**config.mk**
```make
export PLATFORM = sky130hd
export DESIGN_NAME = smul_umul
export DESIGN_NICKNAME = d
export VERILOG_FILES = /design/src/rtl/mul_pkg.sv /design/src/rtl/mul_core.sv /design/src/rtl/smul_umul.sv
export SDC_FILE = /design/constraint.sdc
export NUM_CORES = 1
export LEC_CHECK = 0
export CORE_MARGIN = 8
export CORE_UTILIZATION = 40
export DETAILED_ROUTE_END_ITERATION = 12
export SLEW_MARGIN = 20
export SYNTH_ARGS = -nofsm -noshare
export SYNTH_HDL_FRONTEND = slang
export SYNTH_HIERARCHICAL = 1
export SYNTH_SLANG_ARGS = --single-unit
```
**constraint.sdc**
```tcl
create_clock -name clk -period 3.2 [get_ports clk]
set_input_delay 0.48 -clock clk [delete_from_list [all_inputs] [get_ports clk]]
set_output_delay 0.48 -clock clk [all_outputs]
set_load 0.01 [all_outputs]
```
**src/rtl/mul_pkg.sv**
```systemverilog
// Shared constants and FSM state type for the iterative multiplier.
package mul_pkg;
  localparam int MUL_W = 32;

  typedef enum logic [1:0] {
    IDLE,
    RUN,
    FIN
  } state_t;
endpackage

```
**src/rtl/mul_core.sv**
```systemverilog
// Unsigned radix-2 shift-add datapath; one multiplier bit retired per step.
module mul_core
  import mul_pkg::*;
#(
  parameter int W = MUL_W
) (
  input  logic           clk,
  input  logic           rst_n,
  input  logic           load,
  input  logic           step,
  input  logic [W-1:0]   ma,
  input  logic [W-1:0]   mb,
  output logic [2*W-1:0] prod
);

  logic [2*W-1:0] acc;
  logic [2*W-1:0] mc;
  logic [W-1:0]   mp;

  always_ff @(posedge clk or negedge rst_n) begin
    if (!rst_n) begin
      acc <= '0;
      mc  <= '0;
      mp  <= '0;
    end else if (load) begin
      acc <= '0;
      mc  <= {{W{1'b0}}, ma};
      mp  <= mb;
    end else if (step) begin
      if (mp[0])
        acc <= acc + mc;
      mc <= mc << 1;
      mp <= mp >> 1;
    end
  end

  assign prod = acc;

endmodule

```
**src/rtl/smul_umul.sv**
```systemverilog
// Signed/unsigned iterative multiplier: sign handling, FSM, result regs.
// Define SMUL_UMUL_HI_EN to expose the upper product half on p_hi.
module smul_umul
  import mul_pkg::*;
#(
  parameter int W = MUL_W
) (
  input  logic         clk,
  input  logic         rst_n,
  input  logic         start,
  input  logic         is_signed,
  input  logic [W-1:0] a,
  input  logic [W-1:0] b,
  output logic [W-1:0] p,
  output logic         ovf,
`ifdef SMUL_UMUL_HI_EN
  output logic [W-1:0] p_hi,
`endif
  output logic         busy,
  output logic         done
);

  localparam int CW = $clog2(W + 1);

  state_t         state;
  state_t         nxt;
  logic [CW-1:0]  cnt;
  logic           neg;
  logic           sgn;
  logic           accept;
  logic           step;
  logic           last;
  logic [W-1:0]   ma;
  logic [W-1:0]   mb;
  logic [2*W-1:0] prod;
  logic [2*W-1:0] full;
  logic [W:0]     top;
  logic           ovf_n;

  assign accept = (state == IDLE) && start;
  assign last   = (state == RUN) && (cnt == CW'(W));
  assign step   = (state == RUN) && !last;

  // -2^(W-1) negates to itself, which is its correct unsigned magnitude
  assign ma = (is_signed && a[W-1]) ? (~a + 1'b1) : a;
  assign mb = (is_signed && b[W-1]) ? (~b + 1'b1) : b;

  mul_core #(.W(W)) u_core (
    .clk   (clk),
    .rst_n (rst_n),
    .load  (accept),
    .step  (step),
    .ma    (ma),
    .mb    (mb),
    .prod  (prod)
  );

  assign full = neg ? (~prod + 1'b1) : prod;
  assign top  = full[2*W-1:W-1];

  always_comb begin
    ovf_n = 1'b0;
    if (sgn)
      ovf_n = !((&top) || (~|top));
    else
      ovf_n = |full[2*W-1:W];
  end

  always_comb begin
    nxt = state;
    unique case (state)
      IDLE: if (start) nxt = RUN;
      RUN:  if (last) nxt = FIN;
      FIN:  nxt = IDLE;
      default: nxt = IDLE;
    endcase
  end

  always_ff @(posedge clk or negedge rst_n) begin
    if (!rst_n) begin
      state <= IDLE;
      cnt   <= '0;
      neg   <= 1'b0;
      sgn   <= 1'b0;
    end else begin
      state <= nxt;
      if (accept) begin
        cnt <= '0;
        neg <= is_signed && (a[W-1] ^ b[W-1]);
        sgn <= is_signed;
      end else if (step) begin
        cnt <= cnt + 1'b1;
      end
    end
  end

  always_ff @(posedge clk or negedge rst_n) begin
    if (!rst_n) begin
      p   <= '0;
      ovf <= 1'b0;
    end else if (last) begin
      p   <= full[W-1:0];
      ovf <= ovf_n;
    end
  end

`ifdef SMUL_UMUL_HI_EN
  always_ff @(posedge clk or negedge rst_n) begin
    if (!rst_n)
      p_hi <= '0;
    else if (last)
      p_hi <= full[2*W-1:W];
  end
`endif

  assign busy = (state != IDLE);
  assign done = (state == FIN);

endmodule

```
==> flow_metrics.env, run 1 <==
export IMPL_die_area_mm2=0.0452
export IMPL_grt_antenna_before_repair=0
export IMPL_tightestPinTransition_ns=0.914
export IMPL_worstReg2RegEnd="ovf"
export IMPL_yosysTopAreaCell="sky130_fd_sc_hd__dfrtp_1"
export IMPL_grt_pass1_wl_um=81200
export IMPL_final_common_cell="sky130_fd_sc_hd__buf_4"
export IMPL_dr_total_vias=15417
export IMPL_post_route_period_util=1.03
export IMPL_worstSetupPathType="reg -> reg"
export IMPL_grt_start_max_net_pins=82
export IMPL_final_area_mm2=0.0203
export IMPL_clkSlewWorstSetupHoldPaths_ns=0.06
export IMPL_yosysUniqueCellTypes=82
export IMPL_crit_path_end_kind="register"
export IMPL_drv_max_cap_violation_count=0
export IMPL_place_area_mm2=0.0189
export IMPL_setup_repair_after_global_routing_missed_its_margin="yes"
export IMPL_area_growth_pct=31.2
export IMPL_timing_setup_tns_ns=-0.112
export IMPL_critical_path_cell_chain="buf_4 -> nor4_4 -> nand2_2 -> or4b_4 -> o41ai_4 -> xor2_1 -> nand3_1 -> or4_4 -> o41ai_2 -> a21oi_1"
export IMPL_io_buffer_count=102
export IMPL_global_route_usage_over_all_layers=0.222
export IMPL_crit_path_setup_slack_layout_ns=-0.112
export IMPL_synth_largest_type_area_fraction=0.328
export IMPL_floorplan_rows=72
export IMPL_critPathSlowestCell="sky130_fd_sc_hd__or4b_4"
export IMPL_synth_async_reset_ratio=1.00
export IMPL_tritoncts_clock_tree="done"
export IMPL_globalRoute_totalOverflow=0
export IMPL_mappedNetlistNets=2031
export IMPL_crit_fanout=5
export IMPL_worst_r2r_path_depth=10
export IMPL_remaining_routing_drc_violations=0
export IMPL_regToRegStartpoint="u_core/prod[12]"
export IMPL_route_detailed_vias_per_inst=5.60
export IMPL_maxSlewViolCount=0
export IMPL_largest_cells_by_area_after_synthesis="sky130_fd_sc_hd__dfrtp_1, sky130_fd_sc_hd__nand2_1, sky130_fd_sc_hd__mux2i_1, sky130_fd_sc_hd__a21oi_1, sky130_fd_sc_hd__ha_1"
export IMPL_diodes=0
export IMPL_worst_path_buf_inv=1
export IMPL_irDropWorstVdd_uv=535
export IMPL_detail_route_first_pass_iterations=5
export IMPL_synth_register_bits=203
export IMPL_core_area_mm2=0.0385
export IMPL_cts_root_to_sink_buffers=3
export IMPL_fmax_mhz=302
export IMPL_die_width_um=213
export IMPL_failed_checks="setup timing"
export IMPL_synth_enable_flop_cells=0
export IMPL_layout_drive_gt1_share=0.196
export IMPL_synthesis_area_mm2=0.0155
export IMPL_worstPathRequired_ns=3.64
export IMPL_fp_dieH_um=213
export IMPL_yosys_warnings=6
export IMPL_critPathTopFamily="simple AND/OR/NAND/NOR gates"
export IMPL_globalplace_congestion=0.930
export IMPL_initial_utilization=0.402
export IMPL_routed_wire_length_per_instance_um=18.6
export IMPL_critPathLaunchType="register"
export IMPL_final_core_utilization=0.528
export IMPL_post_route_minimum_period_ns=3.31
export IMPL_dpl_hpwl_um=39800
export IMPL_yosysSeqAreaShare=0.328
export IMPL_setup_violations_final=1
export IMPL_r2r_setup_slack_ns=-0.11
export IMPL_leakagePower_uw=0.00928
export IMPL_most_common_layout_cells="sky130_fd_sc_hd__buf_4, sky130_fd_sc_hd__nand2_1, sky130_fd_sc_hd__dfrtp_1"
export IMPL_post_synth_cell_area_avg_um2=8.17
export IMPL_arrival_ns=3.75
export IMPL_clk_root_buffer_cell="sky130_fd_sc_hd__clkbuf_16"
export IMPL_power_density_cell_area_mw_per_mm2=998
export IMPL_report_final_hold_viol_count=0
export IMPL_final_stage_net_count=2351
export IMPL_htreeDepth=1
export IMPL_run_status="complete, but fails checks"
export IMPL_drt_total_wl_um=51200
export IMPL_maxSlewHeadroom=0.388
export IMPL_antenna_violating_nets_post_route=0
export IMPL_floorplan_io_pins=103
export IMPL_syn_instance_count=1894
export IMPL_cts_inserted_buffers=27
export IMPL_worst_skew_late_latency_ns=0.57
export IMPL_finalClockSkew_ns=0.0144
export IMPL_drt_iter0_drc=1226
export IMPL_p_total_uw=20300
export IMPL_hold_path_class="in -> async"
export IMPL_delay_of_the_slowest_cell_on_the_worst_path_ns=0.62
export IMPL_grt_pass1_vias=14676
export IMPL_synthFlopType="sky130_fd_sc_hd__dfrtp_1"
export IMPL_cts_sinks=203
[worst max path at each step]
stage | endpoint | cells past startpoint | startpoint | slack [ns]
finish | ovf | 10 | u_core/prod[12] | -0.11
global route | ovf | 10 | u_core/prod[12] | -0.21
CTS | ovf | 10 | u_core/prod[11] | -0.09
detailed placement | ovf | 9 | u_core/prod[9] | -0.26
global placement | ovf | 9 | u_core/prod[9] | -0.16
floorplan | ovf | 10 | u_core/prod[5] | 0.0005
[through the flow]
stage | hold slack (ns) | setup WS [ns] | cells
detailed placement | 0.497 | -0.258 | 2686
finish | 0.449 | -0.112 | 2752
global placement | 0.489 | -0.162 | 2686
floorplan | 0.184 | 0.000487 | 1894
global route | 0.491 | -0.206 | 2752
CTS | 0.445 | -0.0920 | 2747
[routing by layer]
metal | up-vias | share of wire | track usage
met5 | - | 0 | 0
met4 | 0 | 0.020 | 0.0519
met3 | 72 | 0.065 | 0.0324
met2 | 453 | 0.44 | 0.343
met1 | 7395 | 0.48 | 0.324
li1 | 7497 | - | -
[Yosys cell counts (44+ instances only)]
cell,number
sky130_fd_sc_hd__inv_1,45
sky130_fd_sc_hd__mux2i_1,96
sky130_fd_sc_hd__xor2_1,91
sky130_fd_sc_hd__xnor2_1,71
sky130_fd_sc_hd__ha_1,68
sky130_fd_sc_hd__nand3_1,44
sky130_fd_sc_hd__a21oi_1,175
sky130_fd_sc_hd__o21ai_0,156
sky130_fd_sc_hd__nand2_1,257
sky130_fd_sc_hd__nor2_1,168
sky130_fd_sc_hd__clkbuf_1,89
sky130_fd_sc_hd__dfrtp_1,203
[what timing repair did]
item	4_1_cts	5_1_grt
endpoints found under the setup margin	12	29
gates resized for setup	24	56
hold buffers	1	0
hold endpoints to repair	57	0
cloned	0	0
setup buffers	11	5
pin swaps	18	21
[flip-flops by register name, indices dropped and copies added, names as in the netlist, 2 cells and up]
register,count
cnt,6
p,32
state,2
u_core/mc,64
u_core/mp,32
u_core/prod,64
[cell families (layout without fill, tap and decap cells)]
family          count (synthesis)  after routing  synth area share
mux                            99             99            0.0643
buf+inv                       143            483            0.0348
fa+ha+maj                      69             69            0.0563
simple gates                  699            699             0.220
compound gates                519            519             0.205
xor+xnor                      162            162            0.0917
flops                         203            203             0.328
[area by class of cell]
type	instances	area, µm²
Inverter	46	173
Clock inverter	11	118
Timing Repair Buffer	388	3220
Fill cell	3753	18200
Tap cell	518	648
Sequential cell	203	5090
Clock buffer	38	747
Multi-Input combinational cell	1548	10300
[power breakdown]
part,switching (µW),internal (µW)
clock,1230,1720
sequential,943,3670
combinational,7040,5680
(Power assumes the default switching activity.)
==> inputs of run 2 (changes only) <==
--- a/config.mk
+++ b/config.mk
@@ -5,6 +5,7 @@
 export SDC_FILE = /design/constraint.sdc
 export NUM_CORES = 1
 export LEC_CHECK = 0
+export ABC_AREA = 1
 export CORE_MARGIN = 8
 export CORE_UTILIZATION = 40
 export DETAILED_ROUTE_END_ITERATION = 12
==> run 2 against run 1 <==
The flow now finishes without violations. Combinational power down 97%. Non-clock buffer count down 261. Hold slack better by 0.0080 ns. Sequential cell count unchanged. Cell count rose by 34%. Synthesized cell count increased by 57%. Setup slack gained 0.66 ns. Synthesized area up 15%. First-iteration DRC count up 0.57%. Register-to-register slack gained 0.66 ns. Via count rose by 21%. Utilization decreased by 6.2 points. Largest cell class unchanged. Highest routed layer is now met5.
==> flow_metrics.env, run 2 <==
export IMPL_run_status="finished clean"
export IMPL_dpl_hpwl_um=48100
export IMPL_worst_path_buf_inv=2
export IMPL_dr_total_vias=18685
export IMPL_finalClockSkew_ns=0.0181
export IMPL_antenna_violating_nets_post_route=0
export IMPL_crit_path_end_kind="register"
export IMPL_critPathSlowestCell="sky130_fd_sc_hd__dfrtp_1"
export IMPL_critPathTopFamily="simple AND/OR/NAND/NOR gates"
export IMPL_most_common_layout_cells="sky130_fd_sc_hd__nand2_1, sky130_fd_sc_hd__inv_1, sky130_fd_sc_hd__nor2_1"
export IMPL_fmax_mhz=377
export IMPL_leakagePower_uw=0.0112
export IMPL_crit_path_setup_slack_layout_ns=0.550
export IMPL_cts_inserted_buffers=27
export IMPL_yosysTopAreaCell="sky130_fd_sc_hd__dfrtp_1"
export IMPL_worstPathRequired_ns=3.65
export IMPL_io_buffer_count=102
export IMPL_area_sequential_mm2=0.00508
export IMPL_maxSlewViolCount=0
export IMPL_critPathLaunchType="register"
export IMPL_delay_of_the_slowest_cell_on_the_worst_path_ns=0.44
export IMPL_grt_pass1_vias=17983
export IMPL_grt_pass1_wl_um=93800
export IMPL_worst_skew_late_latency_ns=0.57
export IMPL_layout_filler_cells=4762
export IMPL_dp_cells=3639
export IMPL_fin_cells=3689
export IMPL_grt_start_max_net_pins=64
export IMPL_tightestPinTransition_ns=0.719
export IMPL_routed_wire_length_per_instance_um=16.0
export IMPL_synth_enable_flop_cells=0
export IMPL_floorplan_io_pins=103
export IMPL_post_route_period_util=0.828
export IMPL_cts_sinks=203
export IMPL_yosys_warnings=6
export IMPL_grtUsageMet3=0.0335
export IMPL_layout_drive_gt1_share=0.0491
export IMPL_report_final_hold_viol_count=0
export IMPL_crit_fanout=9
export IMPL_route_detailed_vias_per_inst=5.07
export IMPL_global_route_usage_over_all_layers=0.227
export IMPL_syn_instance_count=2981
export IMPL_setup_repair_after_global_routing_missed_its_margin="no"
export IMPL_use_met2=0.369
export IMPL_globalRoute_totalOverflow=0
export IMPL_hold_path_class="in -> async"
export IMPL_globalplace_congestion=0.985
export IMPL_final_common_cell="sky130_fd_sc_hd__nand2_1"
export IMPL_htreeDepth=1
export IMPL_post_synth_cell_area_avg_um2=5.99
export IMPL_post_cts_resized=0
export IMPL_yosysSeqAreaShare=0.284
export IMPL_post_route_minimum_period_ns=2.65
export IMPL_fp_dieH_um=227
export IMPL_cts_root_to_sink_buffers=3
export IMPL_drt_total_wl_um=59000
export IMPL_synth_largest_type_area_fraction=0.284
export IMPL_yosysUniqueCellTypes=43
export IMPL_arrival_ns=3.10
export IMPL_min_hold_slack_ns=0.457
export IMPL_use_met1=0.300
export IMPL_clk_root_buffer_cell="sky130_fd_sc_hd__clkbuf_16"
export IMPL_synth_async_reset_ratio=1.00
export IMPL_multiInputGateArea_mm2=0.0107
export IMPL_core_area_mm2=0.0441
export IMPL_diodes=0
export IMPL_irDropWorstVdd_uv=363
export IMPL_maxSlewHeadroom=0.518
export IMPL_grt_antenna_before_repair=5
export IMPL_drv_max_cap_violation_count=0
export IMPL_synth_register_bits=203
export IMPL_setup_violations_final=0
export IMPL_drt_iter0_drc=1233
export IMPL_largest_cells_by_area_after_synthesis="sky130_fd_sc_hd__dfrtp_1, sky130_fd_sc_hd__nand2_1, sky130_fd_sc_hd__inv_1, sky130_fd_sc_hd__nor2_1, sky130_fd_sc_hd__ha_1"
export IMPL_die_area_mm2=0.0517
export IMPL_critical_path_cell_chain="inv_1 -> ha_1 -> inv_1 -> nor2_1 -> nand2_2 -> o21ai_4 -> nand3_1 -> nand2_1 -> nand2_1 -> nor2_1 -> nand2_1 -> nor2_1 -> nand3_1 -> a21oi_1 -> a21oi_1"
export IMPL_die_width_um=227
export IMPL_placement_stage_worst_setup_slack_ns=0.176
export IMPL_final_core_utilization=0.466
export IMPL_timing_setup_tns_ns=0
export IMPL_remaining_routing_drc_violations=0
export IMPL_final_stage_net_count=3214
export IMPL_synth_top_cells_by_count="sky130_fd_sc_hd__nand2_1, sky130_fd_sc_hd__inv_1, sky130_fd_sc_hd__nor2_1"
export IMPL_synth_most_common_cell="sky130_fd_sc_hd__nand2_1"
export IMPL_area_growth_pct=15.1
export IMPL_busiest_layer="met2"
export IMPL_power_density_cell_area_mw_per_mm2=293
export IMPL_detail_route_first_pass_iterations=6
export IMPL_initial_utilization=0.405
export IMPL_floorplan_rows=77
export IMPL_synthFlopType="sky130_fd_sc_hd__dfrtp_1"
export IMPL_clkSlewWorstSetupHoldPaths_ns=0.06
export IMPL_worstSetupPathType="reg -> reg"
export IMPL_mappedNetlistNets=3118
export IMPL_tritoncts_clock_tree="done"
export IMPL_synthesis_area_mm2=0.0179
run 2: per-layer routing:
| metal | wire length, µm | up-vias |
|---|---|---|
| met5 | 56 | - |
| li1 | - | 9472 |
| met1 | 26900 | 8505 |
| met2 | 25900 | 538 |
| met4 | 2590 | 10 |
| met3 | 3600 | 160 |
run 2: cell families (layout without fill, tap and decap cells):
family	after synthesis	in the layout	synth area share
AND/OR/NAND/NOR	1775	1775	0.407
flip-flops	203	203	0.284
AO/OA/AOI/OAI	284	284	0.0969
adder cells (fa/ha/maj)	69	69	0.0487
XOR/XNOR	91	91	0.0446
buffers and inverters	559	675	0.118
run 2: path summary, 6_finish.rpt:
path	startpoint	endpoint	slack, ns	depth (start not counted)
min in group clk	p[0]	p[0]	0.48	2
min	rst_n	p[5]	0.46	2
max	u_core/prod[0]	ovf	0.55	15
max in group asynchronous	rst_n	u_core/mc[59]	1.94	3
min reg2reg	p[0]	p[0]	0.48	2
max reg2reg	u_core/prod[0]	ovf	0.55	15
run 2: power by group:
| part | switching (µW) | internal (µW) | total [µW] |
|---|---|---|---|
| Clock | 1240 | 1900 | 3140 |
| Sequential | 0 | 2570 | 2570 |
| Combinational | 175 | 145 | 320 |
run 2: what timing repair did:
action / in CTS / in global routing
endpoints found under the hold margin: 55 / 0
hold buffers: 1 / 0
endpoints found under the setup margin: 0 / 0
setup buffers: 0 / 0
run 2: layout make-up:
type | instances | area share
multi-input combinational | 2219 | 0.519
clock inverter | 13 | 0.00834
timing repair buffer | 127 | 0.0615
tap | 592 | 0.0360
clock buffer | 36 | 0.0365
inverter | 499 | 0.0911
sequential | 203 | 0.247
run 2: metrics by stage:
stage | total power [µW] | cell area, µm²
3_3_place_gp | 2930 | 19600
2_1_floorplan | 2740 | 17900
4_1_cts | 6100 | 20600
5_1_grt | 6220 | 20600
3_5_place_dp | 2940 | 19600
6_report | 6030 | 20600
==> edit 1, RTL diff (settings of run 2) <==
Build with the macro `SMUL_UMUL_HI_EN` defined.
--- a/src/rtl/smul_umul.sv
+++ b/src/rtl/smul_umul.sv
@@ -1,4 +1,6 @@
 // Signed/unsigned iterative multiplier: sign handling, FSM, result regs.
 // Define SMUL_UMUL_HI_EN to expose the upper product half on p_hi.
+`define SMUL_UMUL_HI_EN
+
 module smul_umul
   import mul_pkg::*;
Formal check against the unedited RTL (old outputs only; new: p_hi): same outputs for any inputs over 10 cycles, from zero or initial values and one cycle with rst_n low; that may be too few to reach the edited logic, so the function may still have changed.
==> edit 1 against run 2 <==
Sequential cell count is 32 higher. Clock skew fell by 0.0023 ns. Setup slack got worse by 0.044 ns. Final cell count increased by 3.8%. Total power rose by 16%. Sequential power up 16%. Cell area up 8.3%. Routed wire length rose by 12%. Core utilization rose by 0.42 points. Clock power up 18%. Area after synthesis grew 6.3%. Critical path type unchanged. Largest cell class unchanged. Largest power group unchanged.
==> edit 1: results (changes against run 2) <==
| Metric | Value |
|---|---|
| Seq/Total Area, Yosys | `31.0% (+2.5 points)` |
| RD Place Congestion | `0.978 (-0.62%)` |
| Clock Tree Buf Depth | `3 (unchanged)` |
| Fin cells | `3,829 (+3.8%)` |
| Peak supply drop | `0.000297 V (-18%)` |
| Pin count of the biggest net entering global routing | `82 (+28%)` |
| Net count reported at finish | `3,327 (+3.5%)` |
| Number of global-route vias before repair | `19,000 (+5.6%)` |
| Largest fanout on the critical path | `6 (-3)` |
| Fraction of registers with async set/reset | `100% (unchanged)` |
| Inserted Clock Buffers | `30 (+11%)` |
| Dpl cell area | `21,100 um2 (+7.7%)` |
| Worst hold path class | `in -> async` |
| Switching share of power | `22.8% (-0.76 points)` |
| Post-layout util | `47.0% (+0.42 points)` |
| Fill cells | `5,042 (+5.9%)` |
| Share of cells above drive strength 1 | `5.44% (+0.54 points)` |
| Placement Setup Slack | `0.169 ns (-0.00676 ns)` |
| Critical Path End | `ovf` |
| Fin Hold WS | `0.440 ns (-0.0172 ns)` |
| Outcome | `finished clean` |
| CTS resizes | `0 (unchanged)` |
| Fmax | `371 MHz (-1.6%)` |
| Clk_skew | `0.0158 ns (-0.00229 ns)` |
| Arrival time of the worst setup path | `3.16 ns (+0.06 ns)` |
| Top cells by count, synth | `nand2_1 (1,159), inv_1 (481), nor2_1 (350), dfrtp_1 (235), nand3_1 (151)` |
| Vias per Instance | `5.06 (-0.17%)` |
| LEAKAGE | `11.9 nW (+6.5%)` |
| Post-DP HPWL | `54,500 um (+13%)` |
| R2R setup slack | `0.51 ns (-0.04 ns)` |
| DR pass1 iterations | `5 (-1)` |
| Slew margin rel. | `38.2% (-14 points)` |
| First-pass GRT wire length | `103,000 um (+10%)` |
| Cell count after synthesis | `3,062 (+2.7%)` |
| Port Buffer Count | `134 (+31%)` |
| Synth area leaders | `dfrtp_1 (31%), nand2_1 (23%), inv_1 (9.5%)` |
| GRT Util Overall | `24.1% (+1.4 points)` |
| Cell variety after synth | `45 (+4.7%)` |
| Initial antenna violation count | `0 (-5)` |
| Routed length per instance | `17.2 um (+7.7%)` |
| Critical path launch point | `u_core/prod[35]` |
| Starting DRT DRC Count | `1,209 (-1.9%)` |
| Clock Latency Late Sink | `0.59 ns (+0.02 ns)` |
| Postcts setup bufs | `0 (unchanged)` |
| Worst r2r path cells | `16 (+1)` |
| Syn nets | `3,199 (+2.6%)` |
-- edit 1: power groups by stage --
| stage | Combinational (mW) | Clock [mW] | Sequential, mW |
|---|---|---|---|
| after floorplan | 0.123 | 0 | 3.03 |
| after global placement | 0.326 | 0 | 3.03 |
| after detailed placement | 0.330 | 0 | 3.03 |
| after CTS | 0.332 | 3.82 | 2.97 |
| after global routing | 0.364 | 3.91 | 2.97 |
| final | 0.325 | 3.70 | 2.97 |
-- edit 1: critical path: stages, from the launching register on --
cell and delay (ns):
dfrtp_1 0.51, nor2_1 0.18, nand2_1 0.14, nor2_1 0.33, nand2_1 0.12, nor2_1 0.15
nand2_1 0.19, nand3b_1 0.16, nand2_1 0.09, nor2_1 0.16, nand2_1 0.09, nor2_1 0.09
nand2_1 0.05, nor2_1 0.10, nand2_1 0.06, nand3_1 0.07, a21oi_1 0.07
-- edit 1: kinds of logic (layout without fill, tap and decap cells) --
| group | after synthesis | count (layout) | synth area share [%] |
|---|---|---|---|
| adder cells (fa/ha/maj) | 69 | 69 | 4.59 |
| buffers and inverters | 556 | 708 | 11.1 |
| AND/OR/NAND/NOR | 1795 | 1795 | 38.8 |
| flip-flops | 235 | 235 | 31.0 |
| XOR/XNOR | 92 | 92 | 4.24 |
| AO/OA/AOI/OAI | 315 | 315 | 10.3 |
-- edit 1: how the worst min path moves through the flow --
| stage | end | depth (start not counted) |
|---|---|---|
| floorplan | cnt[0] | 0 |
| global placement | p[30] | 2 |
| detailed placement | p[28] | 2 |
| CTS | p[3] | 2 |
| global route | p[5] | 2 |
| finish | p[4] | 2 |
-- edit 1: routing by layer --
layer | vias to the layer above | global-route usage, % | wire, um
met3 | 109 | 2.69 | 3350
met1 | 8915 | 31.5 | 30300
met4 | 0 | 8.83 | 2360
met2 | 509 | 40.8 | 30000
li1 | 9829 | - | -
met5 | - | 0 | 0
-- edit 1: layout make-up --
cell class / instances / share of cell area [%]
timing repair buffer: 162 / 7.40
clock inverter: 17 / 1.10
inverter: 490 / 8.27
tap: 615 / 3.46
clock buffer: 39 / 3.84
multi-input combinational: 2271 / 49.5
sequential: 235 / 26.4
==> edit 2, RTL diff (flow settings as in run 2) <==
Made on the original files. Put one more register stage on the output `p`, with the module's reset. The value now appears one clock later. The other outputs are not delayed to match.
--- a/src/rtl/smul_umul.sv
+++ b/src/rtl/smul_umul.sv
@@ -22,4 +22,6 @@
 
   localparam int CW = $clog2(W + 1);
+
+  logic [W-1:0] p_s0;
 
   state_t         state;
@@ -97,8 +99,8 @@
   always_ff @(posedge clk or negedge rst_n) begin
     if (!rst_n) begin
-      p   <= '0;
+      p_s0 <= '0;
       ovf <= 1'b0;
     end else if (last) begin
-      p   <= full[W-1:0];
+      p_s0 <= full[W-1:0];
       ovf <= ovf_n;
     end
@@ -117,4 +119,12 @@
   assign done = (state == FIN);
 
+  always_ff @(posedge clk or negedge rst_n) begin
+    if (!rst_n) begin
+      p <= '0;
+    end else begin
+      p <= p_s0;
+    end
+  end
+
 endmodule
 
Check against the original RTL: no difference found for any inputs over 10 cycles, from zero or initial values and one cycle with rst_n low; that may be too few to reach the edited logic, so the function may still have changed.
==> edit 2 against run 2 <==
Critical path depth is the same. Cell area up 3.3%. Total power up 14%. Area after synthesis rose by 2.8%. Largest cell class unchanged. First-iteration DRC count is 0.24% lower. Maximum frequency increased by 4.7%. Core utilization up 0.20 points. Non-clock buffer count is 4 higher. Die area rose by 2.6%. Routed wire length is 1.9% higher. Sequential cell count up 32. Global-route usage down 0.43 points. Setup slack better by 0.12 ns. Largest power group unchanged. Count of clock-buffer cells in the layout increased by 1.
==> edit 2: results (changes against run 2) <==
| Metric | Value |
|---|---|
| Critical path launch point | `u_core/prod[1]` |
| Cell variety after synth | `46 (+7.0%)` |
| Synth Area in XOR/XNOR | `4.39% (-0.075 points)` |
| Outcome | `finished clean` |
| R2R setup slack | `0.67 ns (+0.12 ns)` |
| Synth Warn # | `6 (unchanged)` |
| RD Place Congestion | `0.948 (-3.8%)` |
| Pin count of the biggest net entering global routing | `75 (+17%)` |
| Met1 usage in global routing | `29.7% (-0.33 points)` |
| Post-DP HPWL | `48,700 um (+1.2%)` |
| Fin cells | `3,656 (-0.89%)` |
| Multiplexer share of the synthesized area | `0% (unchanged)` |
| Net count reported at finish | `3,173 (-1.3%)` |
| Starting DRT DRC Count | `1,230 (-0.24%)` |
| Vias | `18,400 (-1.4%)` |
| Gate power share | `4.7% (-0.6 points)` |
| Inserted Clock Buffers | `29 (+7.4%)` |
| CP top delay family | `simple AND/OR/NAND/NOR gates` |
| Slew margin rel. | `52.6% (+0.82 points)` |
| Clk_skew | `0.0188 ns (+0.000760 ns)` |
| RR Startpoint | `u_core/prod[1]` |
| Dpl cell area | `20,200 um2 (+2.9%)` |
| DR pass1 iterations | `5 (-1)` |
| WL met1 | `27,200 um (+1.2%)` |
| CTS clk-pin slew, worst paths | `0.06 ns (about the same)` |
| Placement Setup Slack | `0.182 ns (+0.00592 ns)` |
| Compound-gate portion of the synthesized area | `9.66% (-0.036 points)` |
| Seq/Total Area, Yosys | `32.0% (+3.6 points)` |
| GR Util met2 | `37.2% (+0.33 points)` |
| Fin Hold WS | `0.372 ns (-0.0850 ns)` |
| Met3 wire len | `3860 um (+7.3%)` |
| Initial antenna violation count | `1 (-4)` |
| Top Layer Used | `met4` |
| Met2 Wirelength | `27,500 um (+6.1%)` |
| First-pass GRT wire length | `95,600 um (+1.9%)` |
| Top cells by count, synth | `nand2_1 (1,130), inv_1 (469), nor2_1 (307), dfrtp_1 (235), nand3_1 (149)` |
| Hold-critical path endpoint | `p[14]` |
| Met3 GRT Util | `3.44% (+0.086 points)` |
| Routed wire length | `60,200 um (+1.9%)` |
| Peak supply drop | `0.000374 V (+3.2%)` |
| Share of cells above drive strength 1 | `4.88% (-0.032 points)` |
| Synth area leaders | `dfrtp_1 (32%), nand2_1 (23%), inv_1 (9.6%)` |
| Reg-to-reg critical path endpoint | `ovf` |
| Syn nets | `3,071 (-1.5%)` |
| Placed cells | `3,604 (-0.96%)` |
| LEAKAGE | `11.4 nW (+2.1%)` |
| Adder-cell area share of the yosys netlist | `4.74% (-0.13 points)` |
| Clock Tree Buf Depth | `3 (unchanged)` |
| Combinational power | `326 uW (+2%)` |
| Largest fanout on the critical path | `8 (-1)` |
| Worst hold path class | `reg -> reg` |
| Tcrit/Tclk final | `79.1% (-3.7 points)` |
| Slowest stage delay, CP | `0.47 ns (+0.03 ns)` |
| Cell count after synthesis | `2,934 (-1.6%)` |
| CP max stage cell | `dfrtp_1` |
| GRT Util Overall | `22.3% (-0.43 points)` |
| Net Switching | `1.53 mW (+8.2%)` |
edit 2: cell count changes after synthesis, sizes merged, moves of 4 or more:
| cell | run 2 | this run |
|---|---|---|
| nand4 | 35 | 21 |
| nor2 | 345 | 328 |
| a21oi | 83 | 72 |
| dfrtp | 203 | 235 |
| nand2 | 1178 | 1150 |
| nand3 | 166 | 154 |
| nand3b | 5 | 9 |
| inv | 494 | 471 |
| nor3 | 31 | 27 |
edit 2: repair_timing:
item                      in CTS  in global routing
gates resized for setup        0                  0
setup buffers                  0                  0
hold buffers                   1                  0
hold endpoints to repair      70                  0
edit 2: area by class of cell:
| class | count | area, um2 |
|---|---|---|
| clock buffer | 37 | 796 |
| clock inverter | 14 | 238 |
| fill | 4741 | 24100 |
| inverter | 478 | 1790 |
| multi-input combinational | 2161 | 10500 |
| sequential | 235 | 5880 |
| tap | 600 | 751 |
| timing repair buffer | 131 | 1310 |
